## src/rtl/fft256_seq_ctrl.sv

```systemverilog
// Sequencer for an in-place radix-2 DIT FFT: bit-reversed load, per-stage butterfly
// address/twiddle generation with delayed write-back, and natural-order unload.
module fft256_seq_ctrl #(
  parameter int LOG2N  = 8,
  parameter int BF_LAT = 4,
  parameter int RD_LAT = 1
) (
  input  logic             clk,
  input  logic             rst_n,
  input  logic             valid_in,
  input  logic             sop_in,
  input  logic             inv_in,
  output logic             load_we,
  output logic [LOG2N-1:0] load_addr,
  output logic             bf_rd_en,
  output logic [LOG2N-1:0] bf_addr_p,
  output logic [LOG2N-1:0] bf_addr_q,
  output logic [LOG2N-2:0] tw_idx,
  output logic             tw_conj,
  output logic             bf_wr_en,
  output logic [LOG2N-1:0] bf_wr_addr_p,
  output logic [LOG2N-1:0] bf_wr_addr_q,
  output logic [2:0]       stage,
  output logic             rd_en,
  output logic [LOG2N-1:0] rd_addr,
  output logic             valid_out,
  output logic             sop_out,
  output logic             busy,
  output logic             err_sop
);

  localparam int N      = 1 << LOG2N;
  localparam int HALF   = N / 2;
  localparam int PERIOD = HALF + BF_LAT;
  localparam int CW     = $clog2(PERIOD);

  localparam logic [LOG2N-1:0] CNT_LAST   = LOG2N'(N - 1);
  localparam logic [CW-1:0]    CYC_LAST   = CW'(PERIOD - 1);
  localparam logic [CW-1:0]    CYC_ISSUE  = CW'(HALF);
  localparam logic [2:0]       STAGE_LAST = 3'(LOG2N - 1);

  typedef enum logic [1:0] {IDLE, LOAD, CALC, UNLOAD} state_t;

  state_t           state, next_state;
  logic [LOG2N-1:0] cnt;
  logic [CW-1:0]    cyc;
  logic [2:0]       stage_q;
  logic             tw_conj_q;

  logic             sop_hit, busy_int, accept_idle, calc_issue, stage_end, calc_done;
  logic [LOG2N-1:0] k_ext, mask, j_calc, p_calc, q_calc;
  logic [LOG2N-2:0] tw_calc;

  logic [BF_LAT-1:0] wr_en_sr;
  logic [LOG2N-1:0]  wr_p_sr [BF_LAT];
  logic [LOG2N-1:0]  wr_q_sr [BF_LAT];
  logic [RD_LAT-1:0] rd_sr, sop_sr;

  function automatic logic [LOG2N-1:0] bitrev(input logic [LOG2N-1:0] a);
    logic [LOG2N-1:0] r;
    for (int i = 0; i < LOG2N; i++) r[i] = a[LOG2N-1-i];
    return r;
  endfunction

  // busy stays high until the unload read pipeline has fully drained
  assign sop_hit     = valid_in & sop_in;
  assign busy_int    = (state != IDLE) || (|rd_sr);
  assign accept_idle = (state == IDLE) && sop_hit && !(|rd_sr);
  assign calc_issue  = (state == CALC) && (cyc < CYC_ISSUE);
  assign stage_end   = (state == CALC) && (cyc == CYC_LAST);
  assign calc_done   = stage_end && (stage_q == STAGE_LAST);

  always_ff @(posedge clk or negedge rst_n) begin
    if (!rst_n) state <= IDLE;
    else        state <= next_state;
  end

  always_comb begin
    next_state = state;
    unique case (state)
      IDLE:    if (accept_idle) next_state = LOAD;
      LOAD:    if (valid_in && !sop_in && cnt == CNT_LAST) next_state = CALC;
      CALC:    if (calc_done) next_state = UNLOAD;
      UNLOAD:  if (cnt == CNT_LAST) next_state = IDLE;
      default: next_state = IDLE;
    endcase
  end

  // cnt serves both load and unload; it wraps to 0 on its own at each boundary
  always_ff @(posedge clk or negedge rst_n) begin
    if (!rst_n) begin
      cnt       <= '0;
      cyc       <= '0;
      stage_q   <= '0;
      tw_conj_q <= 1'b0;
    end else begin
      unique case (state)
        IDLE: begin
          if (accept_idle) begin
            cnt       <= LOG2N'(1);
            tw_conj_q <= inv_in;
          end
        end
        LOAD: begin
          if (valid_in) begin
            if (sop_in) begin
              cnt       <= LOG2N'(1);
              tw_conj_q <= inv_in;
            end else begin
              cnt <= cnt + LOG2N'(1);
            end
          end
        end
        CALC: begin
          if (stage_end) begin
            cyc     <= '0;
            stage_q <= calc_done ? 3'd0 : stage_q + 3'd1;
          end else begin
            cyc <= cyc + CW'(1);
          end
        end
        UNLOAD:  cnt <= cnt + LOG2N'(1);
        default: ;
      endcase
    end
  end

  // p inserts a zero bit at position stage into k; q is its partner one span away
  always_comb begin
    k_ext   = LOG2N'(cyc[LOG2N-2:0]);
    mask    = (LOG2N'(1) << stage_q) - LOG2N'(1);
    j_calc  = k_ext & mask;
    p_calc  = ((k_ext >> stage_q) << ({1'b0, stage_q} + 4'd1)) | j_calc;
    q_calc  = p_calc | (LOG2N'(1) << stage_q);
    tw_calc = (LOG2N-1)'(j_calc << (STAGE_LAST - stage_q));
  end

  always_comb begin
    load_we   = 1'b0;
    load_addr = '0;
    bf_rd_en  = 1'b0;
    bf_addr_p = '0;
    bf_addr_q = '0;
    tw_idx    = '0;
    rd_en     = 1'b0;
    rd_addr   = '0;
    unique case (state)
      IDLE: if (accept_idle) load_we = 1'b1;
      LOAD: begin
        if (valid_in) begin
          load_we   = 1'b1;
          load_addr = sop_in ? '0 : bitrev(cnt);
        end
      end
      CALC: begin
        if (calc_issue) begin
          bf_rd_en  = 1'b1;
          bf_addr_p = p_calc;
          bf_addr_q = q_calc;
          tw_idx    = tw_calc;
        end
      end
      UNLOAD: begin
        rd_en   = 1'b1;
        rd_addr = cnt;
      end
      default: ;
    endcase
  end

  // Write-back mirrors the read side BF_LAT cycles later and drains in any state
  always_ff @(posedge clk or negedge rst_n) begin
    if (!rst_n) begin
      wr_en_sr <= '0;
      for (int i = 0; i < BF_LAT; i++) begin
        wr_p_sr[i] <= '0;
        wr_q_sr[i] <= '0;
      end
    end else begin
      wr_en_sr[0] <= bf_rd_en;
      wr_p_sr[0]  <= bf_addr_p;
      wr_q_sr[0]  <= bf_addr_q;
      for (int i = 1; i < BF_LAT; i++) begin
        wr_en_sr[i] <= wr_en_sr[i-1];
        wr_p_sr[i]  <= wr_p_sr[i-1];
        wr_q_sr[i]  <= wr_q_sr[i-1];
      end
    end
  end

  always_ff @(posedge clk or negedge rst_n) begin
    if (!rst_n) begin
      rd_sr  <= '0;
      sop_sr <= '0;
    end else begin
      rd_sr[0]  <= rd_en;
      sop_sr[0] <= rd_en && (rd_addr == '0);
      for (int i = 1; i < RD_LAT; i++) begin
        rd_sr[i]  <= rd_sr[i-1];
        sop_sr[i] <= sop_sr[i-1];
      end
    end
  end

  assign bf_wr_en     = wr_en_sr[BF_LAT-1];
  assign bf_wr_addr_p = wr_p_sr[BF_LAT-1];
  assign bf_wr_addr_q = wr_q_sr[BF_LAT-1];
  assign valid_out    = rd_sr[RD_LAT-1];
  assign sop_out      = sop_sr[RD_LAT-1];
  assign stage        = stage_q;
  assign tw_conj      = tw_conj_q;
  assign busy         = busy_int;
  assign err_sop      = sop_hit && busy_int && (state != LOAD);

endmodule
```

## config.mk

```make
export PLATFORM = sky130hd
export DESIGN_NAME = fft256_seq_ctrl
export DESIGN_NICKNAME = d
export VERILOG_FILES = /design/src/rtl/fft256_seq_ctrl.sv
export SDC_FILE = /design/constraint.sdc
export NUM_CORES = 1
export LEC_CHECK = 0
export ABC_AREA = 1
export BUFFER_PORTS_ARGS = -buffer_cell sky130_fd_sc_hd__buf_2
export CORE_ASPECT_RATIO = 0.75
export CORE_UTILIZATION = 50
export CTS_BUF_LIST = sky130_fd_sc_hd__clkbuf_16
export CTS_CLUSTER_DIAMETER = 80
export DETAILED_ROUTE_END_ITERATION = 8
export GPL_ROUTABILITY_DRIVEN = 0
export HOLD_SLACK_MARGIN = 0.03
export PLACE_DENSITY = 0.78
export SLEW_MARGIN = 20
export SYNTH_ARGS = -nofsm -noshare
export SYNTH_HDL_FRONTEND = slang
export SYNTH_SLANG_ARGS = --single-unit
```

## constraint.sdc

```tcl
create_clock -name clk -period 2.4 [get_ports clk]
set_clock_uncertainty 0.2 [all_clocks]
set_input_delay 0.48 -clock clk [delete_from_list [all_inputs] [get_ports clk]]
set_output_delay 0.48 -clock clk [all_outputs]
set_load 0.01 [all_outputs]
```

==> flow_metrics.env, run 1 <==
export IMPL_status="finished, violations left"
export IMPL_failed_checks="negative setup slack"
export IMPL_synth_async_sr_flop_share=1.000
export IMPL_initial_core_util=0.5226
export IMPL_synth_ff_type="dfrtp_1"
export IMPL_drc=0
export IMPL_clock_latency_ns=0.35
export IMPL_final_util=0.7221
export IMPL_die_area_mm2=0.008721
export IMPL_p_total_mw=5.627
export IMPL_synth_cell_types=35
export IMPL_synth_top_family_by_area="simple AND/OR/NAND/NOR gates"
export IMPL_max_stage_delay_ns=0.45
export IMPL_cts_made_buffers=9
export IMPL_synth_area_mm2=0.004174
export IMPL_finalWirelength_um=12260
export IMPL_synthAdderAreaFrac=0.03597
export IMPL_crit_buf_inv=5
export IMPL_wl_per_cell_um=17.76
export IMPL_cp_required_ns=1.72
export IMPL_netlist_instances=461
export IMPL_drive_gt1_frac=0.4376
export IMPL_synthMuxAreaShare=0.002698
export IMPL_area_delta_synth_final_pct=38.19
export IMPL_p_leak_nw=3.114
export IMPL_ios=72
export IMPL_post_synth_top_area_cell="dfrtp_1"
export IMPL_antenna_cells=0
export IMPL_gr_total_overflow=0
export IMPL_synth_avg_cell_area_um2=9.054
export IMPL_grt_pass1_vias=3599
export IMPL_net_switching_power_mw=2.136
export IMPL_hold_viol_final=0
export IMPL_drtAntennaViolNets=0
export IMPL_hp_class="reg -> reg"
export IMPL_antenna_found_initial=0
export IMPL_synth_common_cells="97 x nand2_1, 92 x dfrtp_1, 59 x inv_1"
export IMPL_grt_start_max_net_pins=43
export IMPL_rr_startpoint="state[1]"
export IMPL_ys_seq_area_frac=0.5516
export IMPL_min_period_over_period=1.229
export IMPL_yosysWarnings=0
export IMPL_rsz0062_at_grt="yes"
export IMPL_cts_max_level=3
export IMPL_finalWorstSetupSlack_ns=-0.5485
export IMPL_cts_tree="done"
export IMPL_crit_arrival_ns=2.27
export IMPL_synth_edf_count=0
export IMPL_power_clock_fraction=0.252
export IMPL_drv_slew=0
export IMPL_startpoint_type="flop"
export IMPL_reg2reg_to="cnt[6]"
export IMPL_worstSetupPathType="reg -> out"
export IMPL_fmaxAchievable_mhz=339.2
export IMPL_synthTopCellsByArea="dfrtp_1 55%, nand2_1 8.7%, inv_1 5.3%"
export IMPL_hold_depth=0
export IMPL_cts_root_buf="clkbuf_16"
export IMPL_path_delay_family="buffers and inverters"
export IMPL_crit_slowest_cell="dfrtp_2"
export IMPL_coreArea_mm2=0.007988
export IMPL_nets=597
export IMPL_rows=28
export IMPL_combPwrFrac=0.361
export IMPL_min_to="wr_q_sr[9]"
export IMPL_cts_sinks=92
export IMPL_tightestPinTransition_ns=0.5545
export IMPL_vias=3833
export IMPL_firstDrtPassIters=5
export IMPL_synth_xor_area_frac=0.004197
export IMPL_die_x_um=107.5
export IMPL_gr_usage_all_layers=0.2678
export IMPL_syn_nets=478
export IMPL_synthSimpleGateAreaFrac=0.2155
export IMPL_peakVddDrop_mv=0.6089
export IMPL_path_clk_slew_ns=0.07
export IMPL_synth_compound_gate_area_share=0.07914
export IMPL_synth_most_common_cell="nand2_1"
export IMPL_crit_fanout=4
export IMPL_power_frac_seq=0.388
export IMPL_powerDensity_mw_per_mm2=975.5
export IMPL_grt_pass1_wl_um=17510
export IMPL_crit_chain="inv_6, ha_4, buf_6, o21ai_4, nand2_1, nand2_2, nand3_2, o21ai_2, buf_4, o21bai_4, inv_1, buf_2"
export IMPL_cap_viol_max_count=0
export IMPL_setup_viol=24
export IMPL_die_height_um=81.13
export IMPL_dp_hpwl_um=7131
export IMPL_end_kind="output port"
export IMPL_switching_share=0.3796
export IMPL_synth_seq_cells=92
export IMPL_drt_iter0_markers=529
export IMPL_vias_per_cell=5.555
export IMPL_yosys_area_top_type_share=0.5516
export IMPL_min_from="wr_q_sr[17]"
export IMPL_p_int_mw=3.491
export IMPL_period_needed_ns=2.948
export IMPL_r2r_slack_ns=0.15
export IMPL_place_ws_ns=-0.08317
export IMPL_reg2regPathDepth=10
export IMPL_port_buffers=71
export IMPL_slew_headroom=0.6303
export IMPL_clockBufferDepth=2
-- logic make-up after synthesis --
group	count (synthesis)
flops	92
compound gates	58
xor+xnor	2
buf+inv	98
simple gates	198
mux	1
fa+ha+maj	12
-- power by group through the flow --
| stage | Combinational [mW] | Sequential (mW) | Clock [mW] |
|---|---|---|---|
| 6_report | 2.03 | 2.18 | 1.42 |
| 3_5_place_dp | 1.54 | 2.19 | 0 |
| 3_3_place_gp | 1.50 | 2.16 | 0 |
| 5_1_grt | 2.21 | 2.23 | 1.51 |
| 4_1_cts | 1.75 | 2.17 | 1.44 |
| 2_1_floorplan | 1.09 | 2.14 | 0 |
-- cell usage in the layout, fill, tap and decap left out, types with 2 or more instances in the layout --
master / instances
o21ai_1: 11
nor2_2: 8
clkinv_8: 2
nand2_1: 82
o21ai_4: 2
ha_1: 5
nand3_4: 2
nand3_1: 22
inv_6: 3
ha_4: 6
dfrtp_2: 3
nand3_2: 15
inv_4: 5
nor3_2: 2
nand4_1: 10
inv_8: 2
buf_12: 2
inv_1: 49
buf_6: 19
buf_2: 62
nor2_1: 19
nand2_2: 19
a21oi_1: 12
clkinv_4: 2
inv_2: 13
nor3_1: 5
nor2_4: 9
nand2_4: 3
a21oi_2: 5
buf_4: 52
a22oi_1: 2
dfrtp_1: 89
o21ai_0: 10
clkbuf_16: 9
xor2_1: 2
o21ai_2: 6
o211ai_1: 4
-- flip-flops by register name, indices dropped and copies added, names as in the netlist --
signal        cells
sop_out           1
bf_wr_addr_q      8
bf_wr_addr_p      8
cyc               8
tw_conj           1
cnt               8
stage             3
valid_out         1
wr_p_sr          24
state             2
wr_en_sr          4
wr_q_sr          24
-- final cells by class --
class                      count  area [um^2]
clock inverter                 7        81.33
fill                         495         2220
clock buffer                   9        225.2
tap                          105        131.4
sequential                    92         2306
inverter                      70        285.3
multi-input combinational    271         1774
timing repair buffer         136        964.7
-- what timing repair did --
| action | CTS | global route |
|---|---|---|
| setup endpoints to repair | 31 | 34 |
| gates resized for setup | 74 | 41 |
| hold endpoints to repair | 38 | 0 |
| setup buffers | 12 | 10 |
| pin swaps | 25 | 13 |
| hold buffers | 1 | 0 |
-- metal layers --
metal | routed length (um) | track usage | vias up | part of all wire
met5 | 0 | 0 | - | 0
met4 | 707 | 0.1425 | 0 | 0.058
li1 | - | - | 1697 | -
met2 | 5761 | 0.4301 | 263 | 0.47
met3 | 1014 | 0.06742 | 88 | 0.083
met1 | 4772 | 0.3368 | 1785 | 0.39
-- worst max-delay path by stage --
stage / start / cells past startpoint / endpoint / slack [ns]
after floorplan: stage[0] / 13 / tw_idx[6] / -0.01
after global placement: stage[0] / 12 / tw_idx[6] / -0.08
after detailed placement: stage[0] / 13 / bf_addr_q[6] / -0.08
after CTS: stage[1] / 13 / bf_addr_q[0] / -0.37
after global routing: stage[0] / 12 / tw_idx[4] / -0.63
final: stage[0] / 12 / tw_idx[4] / -0.55
-- metrics by stage --
stage	hold WS, ns	TNS (ns)	area [um^2]	std cells
2_1_floorplan	-0.01559	-0.01030	4213	461
3_3_place_gp	0.1314	-0.1910	4831	651
3_5_place_dp	0.1347	-0.5306	4831	651
4_1_cts	0.1505	-6.766	5533	680
5_1_grt	0.1588	-11.41	5768	690
6_report	0.1474	-8.885	5768	690
No activity file was read; power rests on OpenSTA's default activity.
==> run 2: changes to the inputs <==
ABC_AREA = unset   (was 1)
CTS_BUF_LIST = sky130_fd_sc_hd__clkbuf_4   (was sky130_fd_sc_hd__clkbuf_16)
PLACE_DENSITY = 0.72   (was 0.78)
==> flow_metrics.env, run 2 <==
export IMPL_gr_usage_all_layers=0.3032
export IMPL_peakVddDrop_mv=0.3163
export IMPL_synth_async_sr_flop_share=1.000
export IMPL_min_period_over_period=1.466
export IMPL_cts_root_buf="clkbuf_4"
export IMPL_tightestPinTransition_ns=0.5304
export IMPL_cap_viol_max_count=0
export IMPL_final_area_mm2=0.006325
export IMPL_rows=28
export IMPL_cts_sinks=92
export IMPL_fillers=443
export IMPL_die_height_um=82.01
export IMPL_failed_checks="design-rule violations, negative setup slack"
export IMPL_grt_pass1_vias=3799
export IMPL_post_synth_top_area_cell="dfrtp_1"
export IMPL_rr_startpoint="stage[2]"
export IMPL_nets=588
export IMPL_hold_viol_final=0
export IMPL_yosysWarnings=0
export IMPL_clock_latency_ns=0.46
export IMPL_yosys_area_top_type_share=0.5394
export IMPL_cts_max_level=3
export IMPL_drv_slew=0
export IMPL_wl_per_cell_um=21.84
export IMPL_antenna_found_initial=0
export IMPL_synth_common_cells="92 x dfrtp_1, 30 x nand2_1, 25 x nand3_1, 25 x nor2_1, 20 x o21ai_0"
export IMPL_antenna_cells=0
export IMPL_powerDensity_mw_per_mm2=407.5
export IMPL_grt_start_max_net_pins=45
export IMPL_clockBufferDepth=2
export IMPL_initial_core_util=0.5274
export IMPL_reg2reg_to="wr_q_sr[29]"
export IMPL_finalWorstSetupSlack_ns=-1.118
export IMPL_fin_cells=681
export IMPL_min_to="tw_conj"
export IMPL_synth_edf_count=0
export IMPL_area_delta_synth_final_pct=48.20
export IMPL_port_buffers=71
export IMPL_die_area_mm2=0.008913
export IMPL_hold_depth=2
export IMPL_firstDrtPassIters=9
export IMPL_top_regs="wr_p_sr: 24 flops, wr_q_sr: 24 flops"
export IMPL_period_needed_ns=3.518
export IMPL_slew_headroom=0.6458
export IMPL_die_x_um=108.7
export IMPL_worstSetupPathType="reg -> out"
export IMPL_hp_class="in -> reg"
export IMPL_p_total_mw=2.577
export IMPL_dp_hpwl_um=8030
export IMPL_setup_viol=38
export IMPL_cts_tree="done"
export IMPL_gr_total_overflow=0
export IMPL_netlist_instances=417
export IMPL_vias=4254
export IMPL_synth_most_common_cell="dfrtp_1"
export IMPL_fmaxAchievable_mhz=284.2
export IMPL_crit_arrival_ns=2.84
export IMPL_synthTopCellsByArea="dfrtp_1 54%, ha_1 3.5%, buf_4 3.0%"
export IMPL_cp_required_ns=1.72
export IMPL_synth_ff_type="dfrtp_1"
export IMPL_mostFrequentLayoutCell="buf_4"
export IMPL_multiInputGateArea_mm2=0.002280
export IMPL_grt_pass1_wl_um=19840
export IMPL_rsz0062_at_grt="yes"
export IMPL_synth_seq_cells=92
export IMPL_r2r_slack_ns=-0.23
export IMPL_startpoint_type="flop"
export IMPL_crit_fanout=10
export IMPL_p_leak_nw=3.033
export IMPL_drt_iter0_markers=657
export IMPL_drive_gt1_frac=0.5208
export IMPL_vias_per_cell=6.247
export IMPL_dpl_cell_area_mm2=0.005305
export IMPL_drtAntennaViolNets=0
export IMPL_synth_avg_cell_area_um2=10.23
export IMPL_drc=1
export IMPL_syn_nets=434
export IMPL_min_from="inv_in"
export IMPL_synth_area_mm2=0.004268
export IMPL_finalSetupTns_ns=-19.94
export IMPL_ios=72
export IMPL_ys_seq_area_frac=0.5394
export IMPL_status="finished, violations left"
export IMPL_coreArea_mm2=0.008093
export IMPL_reg2regPathDepth=7
export IMPL_cts_made_buffers=9
export IMPL_dp_cells=632
export IMPL_end_kind="output port"
export IMPL_seq_area_mm2=0.002306
export IMPL_final_cell_mix="92 x buf_4, 89 x dfrtp_1, 60 x buf_2"
export IMPL_finalWirelength_um=14870
export IMPL_synth_cell_types=52
export IMPL_path_clk_slew_ns=0.14
run 2: critical path, cell delays in order (launching register included):
cell and delay [ns]:
dfrtp_2 0.51, buf_4 0.20, nor2b_1 0.22, nand2_1 0.24, a32oi_2 0.44, or4b_4 0.56, nand3_4 0.12, buf_6 0.11
run 2: through the flow:
stage	hold WS, ns	util	setup WS (ns)
after floorplan	-0.01559	-	-0.1369
after global placement	0.1313	0.6555	-0.3215
after detailed placement	0.1347	0.6555	-0.4118
after CTS	0.03647	0.7468	-0.7931
after global routing	0.04079	0.7815	-1.146
final	0.05811	0.7815	-1.118
run 2: cells by family after synthesis:
| kind of cell | after synthesis | synth area share |
|---|---|---|
| buffers and inverters | 57 | 0.06772 |
| DFF | 92 | 0.5394 |
| adders and majority gates | 12 | 0.03518 |
| AOI/OAI and AO/OA | 89 | 0.1319 |
| xor gates and xnor gates | 5 | 0.01026 |
| muxes | 16 | 0.04017 |
| and+or+nand+nor | 146 | 0.1753 |
run 2: power by group:
part | internal, mW | switching [mW]
Clock | 0.339 | 0.540
Combinational | 0.0432 | 0.0716
Sequential | 1.56 | 0.0203
run 2: cell type report:
class,count,area share
sequential,92,0.3646
multi-input combinational,268,0.3604
timing repair buffer,184,0.2188
tap,105,0.02077
inverter,16,0.01266
clock buffer,10,0.01187
clock inverter,6,0.01088
run 2: what timing repair did:
| action | in CTS | in global routing |
|---|---|---|
| endpoints found under the setup margin | 35 | 43 |
| endpoints found under the hold margin | 36 | 0 |
| buffers inserted | 31 | 12 |
| resized for setup | 75 | 59 |
| pin swaps | 27 | 21 |
| hold buffers | 1 | 0 |
run 2: how the worst max path moves through the flow:
| stage | start | end | slack [ns] | depth (start not counted) |
|---|---|---|---|---|
| after floorplan | stage[1] | bf_addr_p[5] | -0.14 | 9 |
| after global placement | stage[0] | bf_addr_p[4] | -0.32 | 9 |
| after detailed placement | stage[0] | bf_addr_q[4] | -0.41 | 9 |
| after CTS | stage[1] | bf_addr_q[3] | -0.79 | 9 |
| after global routing | stage[2] | bf_addr_q[5] | -1.15 | 7 |
| final | stage[2] | bf_addr_q[5] | -1.12 | 7 |
run 2: layer usage:
layer,global-route usage,share of wire,up-vias
li1,-,-,1751
met1,0.3938,0.39,2000
met2,0.4639,0.43,379
met3,0.08016,0.12,124
met4,0.1676,0.062,0
met5,0,0,-
==> run 3: changes to the inputs <==
PLACE_DENSITY = 0.69   (was 0.72)
SETUP_SLACK_MARGIN = 0.5   (was unset)
clock period = 4.3 ns   (was 2.4 ns; I/O delays follow)
==> flow_metrics.env, run 3 (synthesis gave the netlist of run 2 again) <==
export IMPL_clock_latency_ns=0.45
export IMPL_gr_total_overflow=0
export IMPL_drive_gt1_frac=0.2980
export IMPL_fmaxAchievable_mhz=267.4
export IMPL_cap_viol_max_count=0
export IMPL_cp_startpoint="stage[1]"
export IMPL_drt_iter0_markers=481
export IMPL_grt_start_max_net_pins=74
export IMPL_grt_pass1_vias=2962
export IMPL_crit_buf_inv=2
export IMPL_rr_startpoint="state[1]"
export IMPL_grt_pass1_wl_um=14910
export IMPL_wl_per_cell_um=16.43
export IMPL_gr_usage_all_layers=0.2267
export IMPL_m1WireLength_um=4356
export IMPL_min_period_over_period=0.8696
export IMPL_crit_slowest_cell="dfrtp_2"
export IMPL_fin_cells=596
export IMPL_die_height_um=82.01
export IMPL_cp_required_ns=3.24
export IMPL_peakVddDrop_mv=0.1769
export IMPL_cts_sinks=92
export IMPL_initial_core_util=0.5274
export IMPL_area_delta_synth_final_pct=17.12
export IMPL_mostFrequentLayoutCell="dfrtp_1"
export IMPL_seq_area_mm2=0.002306
export IMPL_final_cell_mix="89 x dfrtp_1, 71 x buf_2, 30 x nand2_1"
export IMPL_vias=3438
export IMPL_firstDrtPassIters=6
export IMPL_ios=72
export IMPL_cts_max_level=3
export IMPL_dp_cells=560
export IMPL_antenna_found_initial=0
export IMPL_die_x_um=108.7
export IMPL_dr_wl_met2_um=4196
export IMPL_powerDensity_mw_per_mm2=294.2
export IMPL_routed_top_layer="met4"
export IMPL_fillers=650
export IMPL_path_delay_family="flip-flops"
export IMPL_finalWorstSetupSlack_ns=0.5608
export IMPL_p_leak_nw=2.464
export IMPL_place_ws_ns=0.7232
export IMPL_slew_headroom=0.4125
export IMPL_hold_viol_final=0
export IMPL_drtAntennaViolNets=0
export IMPL_coreArea_mm2=0.008093
export IMPL_crit_chain="inv_1, ha_2, mux2i_1, nand3b_1, a31oi_1, a211oi_2, nand3_1, buf_2"
export IMPL_finalSetupTns_ns=0
export IMPL_die_area_mm2=0.008913
export IMPL_port_buffers=71
export IMPL_top_regs="wr_p_sr: 24 flops, wr_q_sr: 24 flops"
export IMPL_crit_arrival_ns=2.68
export IMPL_finalWirelength_um=9794
export IMPL_crit_fanout=6
export IMPL_min_from="wr_q_sr[18]"
export IMPL_drc=0
export IMPL_cts_made_buffers=9
export IMPL_rsz0062_at_grt="yes"
export IMPL_dp_hpwl_um=6526
export IMPL_period_needed_ns=3.739
export IMPL_path_clk_slew_ns=0.15
export IMPL_cts_root_buf="clkbuf_4"
export IMPL_rows=28
export IMPL_hold_buffers=0
export IMPL_dr_wl_met3_um=921
export IMPL_drv_slew=0
export IMPL_cts_tree="done"
export IMPL_end_kind="output port"
export IMPL_worstSetupPathType="reg -> out"
export IMPL_tightestPinTransition_ns=0.8813
export IMPL_clockBufferDepth=2
export IMPL_status="complete, no violations"
export IMPL_vias_per_cell=5.768
export IMPL_setup_viol=0
export IMPL_multiInputGateArea_mm2=0.001759
export IMPL_hp_class="reg -> reg"
export IMPL_nets=502
export IMPL_startpoint_type="flop"
export IMPL_max_stage_delay_ns=0.46
==> run 3: worst register-to-register path: cells and delay by family (launching register included) <==
kind,cells,cell delay (ns)
and+or+nand+nor,1,0.45
adders and majority gates,1,0.35
AOI/OAI and AO/OA,3,0.77
buffers and inverters,1,0.10
DFF,1,0.46
==> run 3: through the flow <==
stage	util	hold WS, ns	power [mW]	instance area (um^2)
2_1_floorplan	-	0.1312	0.9225	4268
3_3_place_gp	0.5669	0.1317	0.9514	4588
3_5_place_dp	0.5669	0.1347	0.9533	4588
4_1_cts	0.5952	0.1550	1.493	4817
5_1_grt	0.6173	0.1597	1.537	4996
6_report	0.6177	0.1498	1.471	4999
==> run 3: repair_timing <==
action	in CTS	in global routing
endpoints found under the setup margin	20	9
setup buffers	3	16
pin swaps	0	5
resized for setup	11	15
endpoints found under the hold margin	0	0
==> run 3: report_power, final <==
part | leakage (nW) | internal [mW] | switching [mW] | total [mW]
logic | 1.11 | 0.0179 | 0.0351 | 0.0530
registers | 1.27 | 0.872 | 0.0104 | 0.883
clock network | 0.0876 | 0.247 | 0.287 | 0.535
==> run 3: area by class of cell <==
cell class / instances / share of cell area
antenna: 1 / 0.0005006
clock buffer: 10 / 0.01502
clock inverter: 6 / 0.01877
inverter: 16 / 0.01302
multi-input combinational: 268 / 0.3519
sequential: 92 / 0.4613
tap: 105 / 0.02628
timing repair buffer: 98 / 0.1131
==> run 3: path summary, 6_finish.rpt <==
| check | endpoint | slack, ns | cells after the start |
|---|---|---|---|
| hold / removal | wr_q_sr[10] | 0.15 | 0 |
| setup / recovery | bf_addr_q[5] | 0.56 | 8 |
| setup reg to reg | cnt[5] | 1.87 | 6 |
| max in group asynchronous | state[0] | 2.79 | 2 |
| hold reg to reg | wr_q_sr[10] | 0.15 | 0 |
| min in group asynchronous | cyc[5] | 0.30 | 1 |
==> run 3: routing by layer <==
layer,track usage,vias up
met4,0.1095,0
met3,0.06984,39
li1,-,1579
met1,0.3215,1621
met5,0,-
met2,0.3146,199
